[config.mk]
export PLATFORM = sky130hd
export DESIGN_NAME = fht_but_ctrl_flat
export DESIGN_NICKNAME = d
export VERILOG_FILES = /design/src/rtl/fht_but_ctrl_if.sv /design/src/rtl/fht_but_ctrl.sv /design/src/flat_wrapper.sv
export SDC_FILE = /design/constraint.sdc
export NUM_CORES = 1
export LEC_CHECK = 0
export ABC_CLOCK_PERIOD_IN_PS = 10600
export CAP_MARGIN = 10
export CORE_UTILIZATION = 45
export DETAILED_ROUTE_END_ITERATION = 8
export MAX_ROUTING_LAYER = met4
export PLACE_DENSITY = 0.66
export SKIP_LAST_GASP = 1
export SYNTH_ARGS = -nofsm -noshare
export SYNTH_HDL_FRONTEND = slang
export SYNTH_SLANG_ARGS = --single-unit
[constraint.sdc]
create_clock -name iCLK -period 10.6 [get_ports iCLK]
set_clock_uncertainty 0.15 [all_clocks]
set_input_delay 2.12 -clock iCLK [delete_from_list [all_inputs] [get_ports iCLK]]
set_output_delay 2.12 -clock iCLK [all_outputs]
set_load 0.05 [all_outputs]
[src/rtl/fht_but_ctrl_if.sv]
// Control/address bundle between the FHT butterfly sequencer and the
// datapath that owns the ping-pong RAM banks and twiddle ROM.
interface fht_but_ctrl_if #(
    parameter int LOG2N = 8,
    parameter int STG_W = 3
);
    logic             iSTART;
    logic             oRDY;
    logic             oRD_EN;
    logic [LOG2N-1:0] oRD_ADDR_0;
    logic [LOG2N-1:0] oRD_ADDR_1;
    logic [LOG2N-1:0] oRD_ADDR_2;
    logic [LOG2N-2:0] oROM_ADDR;
    logic             oRD_BANK;
    logic             oWR_EN;
    logic [LOG2N-1:0] oWR_ADDR_0;
    logic [LOG2N-1:0] oWR_ADDR_1;
    logic             oWR_BANK;
    logic [STG_W-1:0] oSTAGE;
    logic             oDONE;

    modport master (
        output iSTART,
        input  oRDY, oRD_EN, oRD_ADDR_0, oRD_ADDR_1, oRD_ADDR_2, oROM_ADDR,
               oRD_BANK, oWR_EN, oWR_ADDR_0, oWR_ADDR_1, oWR_BANK, oSTAGE, oDONE
    );

    modport slave (
        input  iSTART,
        output oRDY, oRD_EN, oRD_ADDR_0, oRD_ADDR_1, oRD_ADDR_2, oROM_ADDR,
               oRD_BANK, oWR_EN, oWR_ADDR_0, oWR_ADDR_1, oWR_BANK, oSTAGE, oDONE
    );
endinterface

[src/rtl/fht_but_ctrl.sv]
// Stage/butterfly sequencer for an in-place radix-2 FHT: issues one butterfly
// read per cycle, delays it into a matching write, and flushes between stages.
module fht_but_ctrl #(
    parameter int LOG2N  = 8,
    parameter int WR_DLY = 3,
    parameter int STG_W  = 3
) (
    input logic        iCLK,
    input logic        iRESET,
    fht_but_ctrl_if.slave bus
);
    localparam int K_W  = LOG2N - 1;
    localparam int FL_W = (WR_DLY > 1) ? $clog2(WR_DLY) : 1;
    localparam logic [K_W-1:0]   K_LAST  = '1;
    localparam logic [STG_W-1:0] S_LAST  = STG_W'(LOG2N - 1);
    localparam logic [FL_W-1:0]  FL_LAST = FL_W'(WR_DLY - 1);

    typedef enum logic [1:0] {IDLE, RUN, FLUSH, DONE} state_t;

    typedef struct packed {
        logic [LOG2N-1:0] a0;
        logic [LOG2N-1:0] a1;
        logic [LOG2N-1:0] a2;
        logic [K_W-1:0]   rom;
    } bfly_t;

    // k - j equals h*g, so doubling it gives the group base 2hg without a
    // variable shift by s+1 that could overflow the stage width.
    function automatic bfly_t bfly_addr(input logic [STG_W-1:0] stg, input logic [K_W-1:0] idx);
        logic [LOG2N-1:0] h, kx, j, base;
        bfly_t r;
        h      = LOG2N'(1) << stg;
        kx     = {1'b0, idx};
        j      = kx & (h - LOG2N'(1));
        base   = (kx - j) << 1;
        r.a0   = base | j;
        r.a1   = r.a0 + h;
        r.a2   = base + h + ((h - j) & (h - LOG2N'(1)));
        r.rom  = K_W'(j << (S_LAST - stg));
        return r;
    endfunction

    state_t           state;
    logic [K_W-1:0]   k;
    logic [STG_W-1:0] s;
    logic [FL_W-1:0]  fl_cnt;
    logic             rdy;
    logic             done;
    logic             rd_en;
    logic [LOG2N-1:0] rd_addr_0, rd_addr_1, rd_addr_2;
    logic [K_W-1:0]   rom_addr;
    logic             rd_bank;

    logic             wr_vld    [WR_DLY];
    logic [LOG2N-1:0] wr_addr_0 [WR_DLY];
    logic [LOG2N-1:0] wr_addr_1 [WR_DLY];
    logic             wr_bank   [WR_DLY];

    logic             issue;
    logic [STG_W-1:0] nxt_s;
    logic [K_W-1:0]   nxt_k;
    bfly_t            nxt;

    // Decide whether the coming cycle carries a read, and for which (s, k).
    always_comb begin
        issue = 1'b0;
        nxt_s = s;
        nxt_k = k + K_W'(1);
        case (state)
            IDLE: begin
                issue = bus.iSTART;
                nxt_s = '0;
                nxt_k = '0;
            end
            RUN:   issue = (k != K_LAST);
            FLUSH: begin
                issue = (fl_cnt == FL_LAST) && (s != S_LAST);
                nxt_s = s + STG_W'(1);
                nxt_k = '0;
            end
            default: issue = 1'b0;
        endcase
    end

    assign nxt = bfly_addr(nxt_s, nxt_k);

    always_ff @(posedge iCLK) begin
        if (!iRESET) begin
            state     <= IDLE;
            k         <= '0;
            s         <= '0;
            fl_cnt    <= '0;
            rdy       <= 1'b1;
            done      <= 1'b0;
            rd_en     <= 1'b0;
            rd_addr_0 <= '0;
            rd_addr_1 <= '0;
            rd_addr_2 <= '0;
            rom_addr  <= '0;
            rd_bank   <= 1'b0;
            for (int i = 0; i < WR_DLY; i++) begin
                wr_vld[i]    <= 1'b0;
                wr_addr_0[i] <= '0;
                wr_addr_1[i] <= '0;
                wr_bank[i]   <= 1'b0;
            end
        end else begin
            rd_en <= 1'b0;
            done  <= 1'b0;

            // Write side: the butterfly result lands WR_DLY cycles after its read,
            // into the opposite bank.
            wr_vld[0]    <= rd_en;
            wr_addr_0[0] <= rd_addr_0;
            wr_addr_1[0] <= rd_addr_1;
            wr_bank[0]   <= ~rd_bank;
            for (int i = 1; i < WR_DLY; i++) begin
                wr_vld[i]    <= wr_vld[i-1];
                wr_addr_0[i] <= wr_addr_0[i-1];
                wr_addr_1[i] <= wr_addr_1[i-1];
                wr_bank[i]   <= wr_bank[i-1];
            end

            if (issue) begin
                rd_en     <= 1'b1;
                rd_addr_0 <= nxt.a0;
                rd_addr_1 <= nxt.a1;
                rd_addr_2 <= nxt.a2;
                rom_addr  <= nxt.rom;
                rd_bank   <= nxt_s[0];
                k         <= nxt_k;
                s         <= nxt_s;
            end

            case (state)
                IDLE: if (bus.iSTART) begin
                    state <= RUN;
                    rdy   <= 1'b0;
                end
                RUN: if (k == K_LAST) begin
                    state  <= FLUSH;
                    fl_cnt <= '0;
                    k      <= '0;
                end
                FLUSH: if (fl_cnt == FL_LAST) begin
                    if (s == S_LAST) begin
                        state <= DONE;
                        done  <= 1'b1;
                    end else begin
                        state <= RUN;
                    end
                end else begin
                    fl_cnt <= fl_cnt + FL_W'(1);
                end
                default: begin
                    state <= IDLE;
                    rdy   <= 1'b1;
                    s     <= '0;
                end
            endcase
        end
    end

    assign bus.oRDY       = rdy;
    assign bus.oRD_EN     = rd_en;
    assign bus.oRD_ADDR_0 = rd_addr_0;
    assign bus.oRD_ADDR_1 = rd_addr_1;
    assign bus.oRD_ADDR_2 = rd_addr_2;
    assign bus.oROM_ADDR  = rom_addr;
    assign bus.oRD_BANK   = rd_bank;
    assign bus.oWR_EN     = wr_vld[WR_DLY-1];
    assign bus.oWR_ADDR_0 = wr_addr_0[WR_DLY-1];
    assign bus.oWR_ADDR_1 = wr_addr_1[WR_DLY-1];
    assign bus.oWR_BANK   = wr_bank[WR_DLY-1];
    assign bus.oSTAGE     = s;
    assign bus.oDONE      = done;
endmodule

[src/flat_wrapper.sv]
// flat-port wrapper written by rule: the top's interface ports become plain ports
module fht_but_ctrl_flat 
#(
    parameter int LOG2N  = 8,
    parameter int WR_DLY = 3,
    parameter int STG_W  = 3
)
  (iCLK, iRESET, bus_iSTART, bus_oRDY, bus_oRD_EN, bus_oRD_ADDR_0, bus_oRD_ADDR_1, bus_oRD_ADDR_2, bus_oROM_ADDR, bus_oRD_BANK, bus_oWR_EN, bus_oWR_ADDR_0, bus_oWR_ADDR_1, bus_oWR_BANK, bus_oSTAGE, bus_oDONE);
  fht_but_ctrl_if #(.LOG2N(LOG2N), .STG_W(STG_W)) bus_i ();
  input logic iCLK;
  input logic iRESET;
  input wire logic [$bits(bus_i.iSTART)-1:0] bus_iSTART;
  output wire logic [$bits(bus_i.oRDY)-1:0] bus_oRDY;
  output wire logic [$bits(bus_i.oRD_EN)-1:0] bus_oRD_EN;
  output wire logic [$bits(bus_i.oRD_ADDR_0)-1:0] bus_oRD_ADDR_0;
  output wire logic [$bits(bus_i.oRD_ADDR_1)-1:0] bus_oRD_ADDR_1;
  output wire logic [$bits(bus_i.oRD_ADDR_2)-1:0] bus_oRD_ADDR_2;
  output wire logic [$bits(bus_i.oROM_ADDR)-1:0] bus_oROM_ADDR;
  output wire logic [$bits(bus_i.oRD_BANK)-1:0] bus_oRD_BANK;
  output wire logic [$bits(bus_i.oWR_EN)-1:0] bus_oWR_EN;
  output wire logic [$bits(bus_i.oWR_ADDR_0)-1:0] bus_oWR_ADDR_0;
  output wire logic [$bits(bus_i.oWR_ADDR_1)-1:0] bus_oWR_ADDR_1;
  output wire logic [$bits(bus_i.oWR_BANK)-1:0] bus_oWR_BANK;
  output wire logic [$bits(bus_i.oSTAGE)-1:0] bus_oSTAGE;
  output wire logic [$bits(bus_i.oDONE)-1:0] bus_oDONE;
  assign bus_i.iSTART = bus_iSTART;
  assign bus_oRDY = bus_i.oRDY;
  assign bus_oRD_EN = bus_i.oRD_EN;
  assign bus_oRD_ADDR_0 = bus_i.oRD_ADDR_0;
  assign bus_oRD_ADDR_1 = bus_i.oRD_ADDR_1;
  assign bus_oRD_ADDR_2 = bus_i.oRD_ADDR_2;
  assign bus_oROM_ADDR = bus_i.oROM_ADDR;
  assign bus_oRD_BANK = bus_i.oRD_BANK;
  assign bus_oWR_EN = bus_i.oWR_EN;
  assign bus_oWR_ADDR_0 = bus_i.oWR_ADDR_0;
  assign bus_oWR_ADDR_1 = bus_i.oWR_ADDR_1;
  assign bus_oWR_BANK = bus_i.oWR_BANK;
  assign bus_oSTAGE = bus_i.oSTAGE;
  assign bus_oDONE = bus_i.oDONE;
  fht_but_ctrl #(.LOG2N(LOG2N), .WR_DLY(WR_DLY), .STG_W(STG_W)) u_core (.iCLK(iCLK), .iRESET(iRESET), .bus(bus_i));
endmodule
==> results of run 1 <==
-- power breakdown --
part,leakage [nW],total (W),internal [W],switching (W)
registers,0.840,0.000510,0.000461,0.0000488
clock network,0.151,0.000342,0.000188,0.000154
logic,1.46,0.000806,0.000263,0.000543
-- layout by cell type, fill, tap and decap left out, types with 8 or more instances in the layout --
master	synthesis	final
nand3_1	15	15
inv_1	30	30
nor3_1	8	8
xnor2_1	13	13
nand2_1	66	66
o21ai_0	22	22
dfxtp_1	103	103
ha_1	26	26
and2_1	54	54
a31oi_1	8	8
fa_1	8	8
clkbuf_16	0	9
a21oi_1	40	40
nor2_1	39	38
clkdlybuf4s50_1	0	58
-- flip-flops by register name, indices dropped and copies added (netlist names), 3 cells and up --
| name | flops |
|---|---|
| u_core.wr_addr_0 | 24 |
| u_core.wr_addr_1 | 24 |
| u_core.bus.oRD_ADDR_0 | 8 |
| u_core.bus.oRD_ADDR_1 | 8 |
| u_core.bus.oRD_ADDR_2 | 8 |
| u_core.bus.oROM_ADDR | 7 |
| u_core.k | 7 |
| u_core.bus.oSTAGE | 3 |
| u_core.wr_bank | 3 |
| u_core.wr_vld | 3 |
-- worst max-delay path, cell delays in order (launching register included) --
cell and delay, ps:
dfxtp_1 360, inv_1 130, ha_1 660, nor2b_4 280, or2_1 510, nand2_1 160, ha_1 400, nor4b_2 430
a221oi_1 230, o21ai_0 260, xor2_1 170, nand2_1 80, fa_1 490, inv_1 40, ha_1 320, nor2b_1 140
o21ai_0 220, a21oi_1 120, o21ai_0 200, nor3b_1 270, and4bb_1 260, o31ai_2 190
-- layout make-up --
cell class              instances  area [sq um]
clock buffers                   9           225
fillers                      1065          5290
well taps                     143           179
repair buffers                 61           603
multi-input cells             418          2800
inverters                      31           116
flip-flops and latches        103          2060
clock inverters                 7          91.3
diodes                          1          2.50
-- synthesized netlist by cell type, types with 3 or more instances --
library cell	instances	area, sq um
clkbuf_1	17	63.8
nand3b_1	3	22.5
dfxtp_1	103	2060
a221oi_1	4	35.0
nand2b_1	7	43.8
buf_2	8	40.0
nor2_1	39	146
fa_1	8	160
and2_1	54	338
nand3_1	15	75.1
buf_4	17	128
xor2_1	7	61.3
o22a_1	4	35.0
buf_6	4	45.0
inv_1	30	113
or3_1	3	18.8
nor3b_1	3	22.5
or2_2	4	25.0
nor3_1	8	40.0
a21oi_1	40	200
a21o_1	6	45.0
ha_1	26	325
a31oi_1	8	50.1
a22oi_1	5	37.5
nand2_1	66	248
xnor2_1	13	114
o21ai_0	22	110
nor2b_1	5	31.3
a211oi_1	7	52.6
-- stage by stage --
step | setup WS, ps | total power, W | hold slack, ps | util, % | instance area (sq um)
final | 4440 | 0.00166 | 284 | 53.5 | 6080
after global routing | 3910 | 0.00177 | 297 | 53.5 | 6080
after CTS | 4480 | 0.00167 | 285 | 53.4 | 6080
after detailed placement | 4520 | 0.00132 | 269 | 50.7 | 5760
after global placement | 4620 | 0.00132 | 263 | 50.7 | 5760
after floorplan | 5300 | 0.00112 | 262 | - | 5250
-- worst paths after layout --
kind	start	to	slack, ps	cells past startpoint
max reg2reg	u_core.state[0]	u_core.bus.oRD_ADDR_2[7]	4440	21
min	u_core.wr_addr_1[0][0]	u_core.wr_addr_1[0][8]	280	1
max	u_core.state[0]	u_core.bus.oRD_ADDR_2[7]	4440	21
min reg2reg	u_core.wr_addr_1[0][0]	u_core.wr_addr_1[0][8]	280	1
-- kinds of logic after synthesis --
family	after synthesis
simple gates	228
compound gates	132
flops	103
buf+inv	77
fa+ha+maj	34
xor+xnor	20
other cells	2
mux	1
-- per-layer routing --
metal | GRT usage (%) | part of all wire, %
met5 | - | 0
met3 | 5.99 | 5.3
met2 | 34.8 | 44
met1 | 29.8 | 48
met4 | 9.05 | 2.7
==> impl_metrics.csv, run 1 <==
group,metric,value,unit
run_status,status,"completed",
yosys,postSynthAreaPerCell,8.78,sq um
cts,cts_tree,"built",
cells_and_area,final_nets,661,
global_routing,grt_max_degree,67,
yosys,synth_top_family_by_area,"simple AND/OR/NAND/NOR gates",
routing,drt_iter0_drc,274,
global_routing,antenna_found_initial,1,
place,io_buffers,58,
cts,clockRootBuffer,"clkbuf_16",
routing,firstDrtPassIters,4,
power,vdd_drop_max,192,uV
yosys,synthSimpleGateAreaFrac,23.0,%
run,drv_cap,0,
routing,viasPerCell,5.30,
sta,fmax,162,MHz
cts,cts_setup_buffers,0,
sta,min_period,6160,ps
routing,routedWlPerCell,16.7,microns
cells_and_area,drive_gt1_share,6.84,%
routing,drc,0,
setup_path,path_class,"reg -> reg",
setup_path,cp_data_arrival_time,6280,ps
routing,vias,4097,
place,place_congestion,0.910,
floorplanning,io_pins,59,
yosys,syn_area,5240,sq um
cts,cts-resized-gates,0,
setup_path,worstSetupEndpointType,"flop",
yosys,yosys.cell_types.count,79,
cts,h-tree-depth,3,
cts,hold_buffers,0,
floorplanning,die_y,110,microns
cells_and_area,synthToLayoutAreaGrowth,15.9,%
global_routing,grt_use_total,23.2,%
sta,rsz0062_at_grt,"no",
sta,fin_setup_tns,0,ps
yosys,yosysWarnings,0,
floorplanning,core,11400,sq um
min_path,hold_path_class,"reg -> reg",
sta,worst_pin_slew,820,ps
routing,drt-total-wl,12900,microns
cts,clk_pin_slew,70,ps
setup_path,crit_fanout,22,
setup_path,cp.required,10720,ps
cts,numCtsBuffers,9,
cells_and_area,instances_no_fill,773,
routing,ant_nets,0,
yosys,syn_inst,597,
yosys,synth_fa_ha_area_share,9.26,%
power,power_density,273,nW/um^2
sta,setup_viol,0,
sta,hold_viol_final,0,
place,place_inst,756,
cts,clock_sinks,103,
yosys,synthMuxAreaShare,0.191,%
global_routing,grt_pass1_wl,20200,microns
cts,cts_buffer_depth,2,
global_routing,overflow,0,
floorplanning,dieArea,12100,sq um
floorplanning,row_count,39,
sta,min_period_over_period,58.1,%
yosys,synth-xor-area-share,3.34,%
power,p_leak,2.46,nW
setup_path,start_kind,"flop",
floorplanning,die_w,110,microns
yosys,synth_seq_cells,103,
yosys,synth_compound_area_share,17.2,%
floorplanning,start_util,46.1,%
yosys,synthFlopType,"dfxtp_1",
sta,drv_slew,0,
sta,relSlewSlack,45.3,%
cts,worstSkewPairLatency,350,ps
yosys,synth_edf_count,0,
global_routing,grt_pass1_vias,3897,
yosys,synthArstFlopShare,0,%
place,hpwl,9300,microns
yosys,ys_seq_area_share,39.3,%
Note: power is estimated with default switching activity, not from simulation.
==> run 2, diff against run 1 <==
--- a/config.mk
+++ b/config.mk
@@ -5,7 +5,7 @@
 export SDC_FILE = /design/constraint.sdc
 export NUM_CORES = 1
 export LEC_CHECK = 0
-export ABC_CLOCK_PERIOD_IN_PS = 10600
+export ABC_CLOCK_PERIOD_IN_PS = 5700
 export CAP_MARGIN = 10
 export CORE_UTILIZATION = 45
 export DETAILED_ROUTE_END_ITERATION = 8
==> constraint.sdc (replaced) <==
create_clock -name iCLK -period 5.7 [get_ports iCLK]
set_clock_uncertainty 0.15 [all_clocks]
set_input_delay 1.14 -clock iCLK [delete_from_list [all_inputs] [get_ports iCLK]]
set_output_delay 1.14 -clock iCLK [all_outputs]
set_load 0.05 [all_outputs]
==> impl_metrics.csv, run 2 (same netlist as run 1, synthesis figures left out) <==
group,metric,value,unit
run_status,status,"completed",
cells_and_area,synthToLayoutAreaGrowth,16.5,%
place,place_congestion,0.904,
cts,worstSkewPairLatency,360,ps
sta,relSlewSlack,43.4,%
setup_path,worstSetupEndpointType,"flop",
setup_path,regToRegSetupSlack,330,ps
setup_path,reg2reg_depth,21,
place,hpwl,9060,microns
sta,worst_pin_slew,848,ps
routing,drt-total-wl,12400,microns
sta,drv_slew,0,
global_routing,grt_pass1_vias,4022,
setup_path,crit_path_frequent_cell,"ha_1",
cts,cts_buffer_depth,2,
cells_and_area,top_regs,"u_core.wr_addr_0 (24), u_core.wr_addr_1 (24)",
global_routing,antenna_found_initial,0,
power,power_density,502,nW/um^2
routing,viasPerCell,5.40,
cells_and_area,final_common_cell,"dfxtp_1",
min_path,hold_path_startpoint,"u_core.wr_addr_0[0][3]",
min_path,whs_path_depth,1,
setup_path,crit_fanout,11,
cells_and_area,final_nets,669,
setup_path,r2r_end,"u_core.bus.oRD_ADDR_2[7]",
floorplanning,core,11400,sq um
cts,hold_buffers,0,
cts,clock_sinks,103,
cells_and_area,utilization,53.7,%
place,io_buffers,58,
routing,ant_nets,0,
global_routing,grt_use_total,23.3,%
cells_and_area,antennaDiodeCount,0,
run,drv_cap,0,
cts,cts_setup_buffers,0,
floorplanning,die_w,110,microns
sta,setup_viol,0,
setup_path,start_kind,"flop",
setup_path,cp_slowest_cell,"fa_1",
sta,min_period_over_period,94.3,%
power,p_leak,2.48,nW
routing,routedWlPerCell,15.9,microns
global_routing,overflow,0,
floorplanning,row_count,39,
cells_and_area,final_cell_mix,"102 x dfxtp_1, 66 x nand2_1, 58 x clkdlybuf4s50_1",
floorplanning,dieArea,12100,sq um
min_path,whs_endpoint,"u_core.wr_addr_0[0][11]",
setup_path,startpoint,"u_core.bus.oSTAGE[1]",
place,post_dp_cell_area,5810,sq um
setup_path,path_cells,"ha_1 -> ha_1 -> o21a_1 -> a21oi_2 -> nand2_1 -> ha_1 -> a311oi_1 -> a41oi_2 -> nand2_1 -> ha_1 -> xnor2_1 -> nand2_1 -> fa_1 -> inv_1 -> ha_1 -> o21ai_0 -> a21oi_1 -> o21ai_1 -> nor3b_2 -> and4bb_1 -> o31ai_2",
cells_and_area,drive_gt1_share,8.49,%
cts,cts_tree,"built",
routing,drt_iter0_drc,250,
routing,firstDrtPassIters,4,
cells_and_area,fin_area,6110,sq um
cts,numCtsBuffers,9,
floorplanning,die_y,110,microns
setup_path,r2r-start,"u_core.bus.oSTAGE[1]",
floorplanning,start_util,46.1,%
global_routing,grt_max_degree,67,
setup_path,path_class,"reg -> reg",
setup_path,cp_data_arrival_time,5490,ps
min_path,hold_path_class,"reg -> reg",
floorplanning,io_pins,59,
sta,hold_viol_final,0,
sta,min_period,5370,ps
routing,drc,0,
sta,fmax,186,MHz
power,vdd_drop_max,324,uV
cts,h-tree-depth,3,
setup_path,slowest_delay,480,ps
cts,clockRootBuffer,"clkbuf_16",
setup_path,cp.required,5820,ps
global_routing,grt_pass1_wl,20300,microns
cts,clk_pin_slew,70,ps
routing,vias,4209,
-- run 2: per-layer routing --
metal | global-route usage [%] | up-vias | share of wire (%)
met5 | - | - | 0
met4 | 7.05 | 0 | 1.8
met3 | 5.63 | 20 | 4.6
met2 | 35.9 | 117 | 45
met1 | 30.0 | 1994 | 49
li1 | - | 2078 | -
-- run 2: how the worst max path moves through the flow --
| stage | cells after the start | end |
|---|---|---|
| after detailed placement | 21 | u_core.bus.oRD_ADDR_2[7] |
| after global placement | 21 | u_core.bus.oRD_ADDR_2[7] |
| final | 21 | u_core.bus.oRD_ADDR_2[7] |
| after CTS | 21 | u_core.bus.oRD_ADDR_2[7] |
| after floorplan | 22 | u_core.bus.oRD_ADDR_2[7] |
| after global routing | 21 | u_core.bus.oRD_ADDR_2[7] |
-- run 2: power breakdown --
group	internal, W	leakage, nW	switching [W]
Clock	0.000301	0.132	0.000288
Sequential	0.000857	0.840	0.0000684
Combinational	0.000519	1.51	0.00103
-- run 2: repair_timing --
action,CTS,global route
endpoints found under the setup margin,0,1
hold endpoints to repair,0,0
gates resized for setup,0,6
-- run 2: final cells by class --
cell class	instances	area [sq um]
well taps	143	179
inverters	31	116
clock buffers	9	225
flip-flops and latches	103	2060
repair buffers	69	663
fillers	1091	5260
clock inverters	6	55.1
multi-input cells	418	2810
-- run 2: metrics by stage --
step                hold WS (ps)  cells  total power (W)  setup WS (ps)  TNS [ps]
finish                       280    779          0.00307            326         0
global route                 299    779          0.00328          -39.3     -39.3
CTS                          282    779          0.00309           83.7         0
detailed placement           269    764          0.00249            134         0
global placement             262    764          0.00247            300         0
floorplan                    262    598          0.00208            404         0
-- run 2: critical path: cells and delay by family, from the launching register on --
kind                       cells  cell delay [ps]
DFF                            1              380
xor gates and xnor gates       1              160
adders and majority gates      6             2040
and+or+nand+nor                5              980
AOI/OAI and AO/OA              8             1520
buffers and inverters          1               40
==> run 3, diff against run 2 <==
--- a/config.mk
+++ b/config.mk
@@ -11,6 +11,7 @@
 export DETAILED_ROUTE_END_ITERATION = 8
 export MAX_ROUTING_LAYER = met4
 export PLACE_DENSITY = 0.66
+export SKIP_CTS_REPAIR_TIMING = 1
 export SKIP_LAST_GASP = 1
 export SYNTH_ARGS = -nofsm -noshare
 export SYNTH_HDL_FRONTEND = slang
==> constraint.sdc (replaced) <==
create_clock -name iCLK -period 5.7 [get_ports iCLK]
set_clock_uncertainty 0.15 [all_clocks]
set_input_delay 1.71 -clock iCLK [delete_from_list [all_inputs] [get_ports iCLK]]
set_output_delay 1.71 -clock iCLK [all_outputs]
set_load 0.05 [all_outputs]
==> impl_metrics.csv, run 3 (same netlist as run 1, synthesis figures left out) <==
group,metric,value,unit
cells_and_area,synthToLayoutAreaGrowth,17.9,%
routing,drt-total-wl,12400,microns
floorplanning,die_w,110,microns
sta,rsz0062_at_grt,"no",
cells_and_area,final_nets,668,
floorplanning,dieArea,12100,sq um
cells_and_area,final_cell_mix,"102 x dfxtp_1, 66 x nand2_1, 58 x clkdlybuf4s50_1",
sta,worst_pin_slew,815,ps
cts,h-tree-depth,3,
setup_path,crit_path_frequent_cell,"ha_1",
sta,fin_setup_tns,0,ps
place,place_congestion,0.898,
floorplanning,die_y,110,microns
sta,drv_slew,0,
global_routing,grt_pass1_vias,3960,
run,drv_cap,0,
cts,clock_sinks,103,
floorplanning,row_count,39,
setup_path,slowest_delay,500,ps
power,vdd_drop_max,288,uV
routing,routedWlPerCell,15.8,microns
cells_and_area,fin_area,6180,sq um
place,io_buffers,58,
place,hpwl,9250,microns
global_routing,overflow,0,
cts,clk_pin_slew,80,ps
cts,clockRootBuffer,"clkbuf_16",
sta,setup_viol,0,
cts,worstSkewPairLatency,350,ps
routing,ant_nets,0,
cells_and_area,final_common_cell,"dfxtp_1",
routing,drc,0,
routing,vias,4181,
power,power_density,509,nW/um^2
floorplanning,io_pins,59,
sta,finalWorstSetupSlack,348,ps
global_routing,grt_use_total,22.9,%
power,p_leak,2.51,nW
cells_and_area,drive_gt1_share,9.12,%
place,post_dp_cell_area,5820,sq um
setup_path,cp.required,5810,ps
routing,viasPerCell,5.36,
global_routing,grt_max_degree,49,
floorplanning,core,11400,sq um
place,post-place-ws,94.3,ps
cts,numCtsBuffers,9,
floorplanning,start_util,46.1,%
cts,cts_buffer_depth,2,
setup_path,start_kind,"flop",
global_routing,grt_pass1_wl,20100,microns
setup_path,cp_data_arrival_time,5470,ps
global_routing,antenna_found_initial,1,
routing,drt_iter0_drc,202,
sta,hold_viol_final,0,
setup_path,cp_slowest_cell,"fa_1",
min_path,hold_path_class,"reg -> reg",
setup_path,worstSetupEndpointType,"flop",
sta,fmax,187,MHz
sta,min_period,5350,ps
sta,worst_hold_slack,276,ps
setup_path,crit_fanout,11,
sta,relSlewSlack,45.6,%
sta,min_period_over_period,93.9,%
run_status,status,"completed",
routing,firstDrtPassIters,5,
cells_and_area,top_regs,"u_core.wr_addr_0 (24), u_core.wr_addr_1 (24)",
setup_path,path_cells,"ha_1 -> ha_1 -> o21a_1 -> a21oi_2 -> nand2_1 -> ha_2 -> nor4b_2 -> a221oi_2 -> o21ai_0 -> xor2_1 -> nand2_1 -> fa_1 -> inv_1 -> ha_1 -> nor2b_1 -> o21ai_1 -> a21oi_1 -> o21ai_0 -> nor3b_1 -> and4bb_1 -> o31ai_2",
setup_path,path_class,"reg -> reg",
cts,cts_tree,"built",
cells_and_area,nFillCells,1061,
-- run 3: cell types whose count changed in the layout (fill, tap and decap cells not counted), moves of 2 or more --
cell | previous run | this run
buf_4 | 11 | 9
clkinv_8 | 0 | 2
clkinvlp_4 | 2 | 0
inv_6 | 0 | 2
-- run 3: layout make-up --
type | count | area (sq um) | area share [%]
sequential | 103 | 2060 | 33.4
inverter | 31 | 116 | 1.88
timing repair buffer | 68 | 668 | 10.8
clock inverter | 7 | 100 | 1.62
antenna | 1 | 2.50 | 0.0405
clock buffer | 9 | 225 | 3.64
multi-input combinational | 418 | 2830 | 45.7
tap | 143 | 179 | 2.89
-- run 3: where the power goes --
group          internal [W]  switching [W]
Combinational      0.000527        0.00105
Sequential         0.000857      0.0000713
Clock              0.000355       0.000292
Total               0.00174        0.00141
-- run 3: final timing paths --
check                                           from                       end  slack (ps)  cells after the start
worst max-delay path            u_core.bus.oSTAGE[1]  u_core.bus.oRD_ADDR_2[7]         350                     21
worst min-delay path            u_core.wr_bank[0][0]      u_core.wr_bank[0][1]         280                      1
worst max register to register  u_core.bus.oSTAGE[1]  u_core.bus.oRD_ADDR_2[7]         350                     21
worst min register to register  u_core.wr_bank[0][0]      u_core.wr_bank[0][1]         280                      1
-- run 3: metrics by stage --
| step | power (W) | std cells | utilization, % |
|---|---|---|---|
| global placement | 0.00247 | 763 | 51.2 |
| CTS | 0.00315 | 779 | 54.0 |
| global route | 0.00335 | 780 | 54.4 |
| finish | 0.00315 | 780 | 54.4 |
| floorplan | 0.00208 | 598 | - |
| detailed placement | 0.00250 | 763 | 51.2 |
-- run 3: critical path: cells and delay by family (launching register included) --
kind                       cells  cell delay [ps]
and+or+nand+nor                6             1250
DFF                            1              380
xor gates and xnor gates       1              170
buffers and inverters          1               40
AOI/OAI and AO/OA              8             1540
adders and majority gates      5             1710
-- run 3: per-layer routing --
| layer | GRT usage (%) | vias to the layer above | share of wire [%] |
|---|---|---|---|
| met4 | 11.0 | 0 | 3.4 |
| met1 | 28.8 | 1949 | 47 |
| met5 | - | - | 0 |
| met3 | 5.45 | 28 | 5.2 |
| met2 | 34.3 | 115 | 44 |
| li1 | - | 2089 | - |
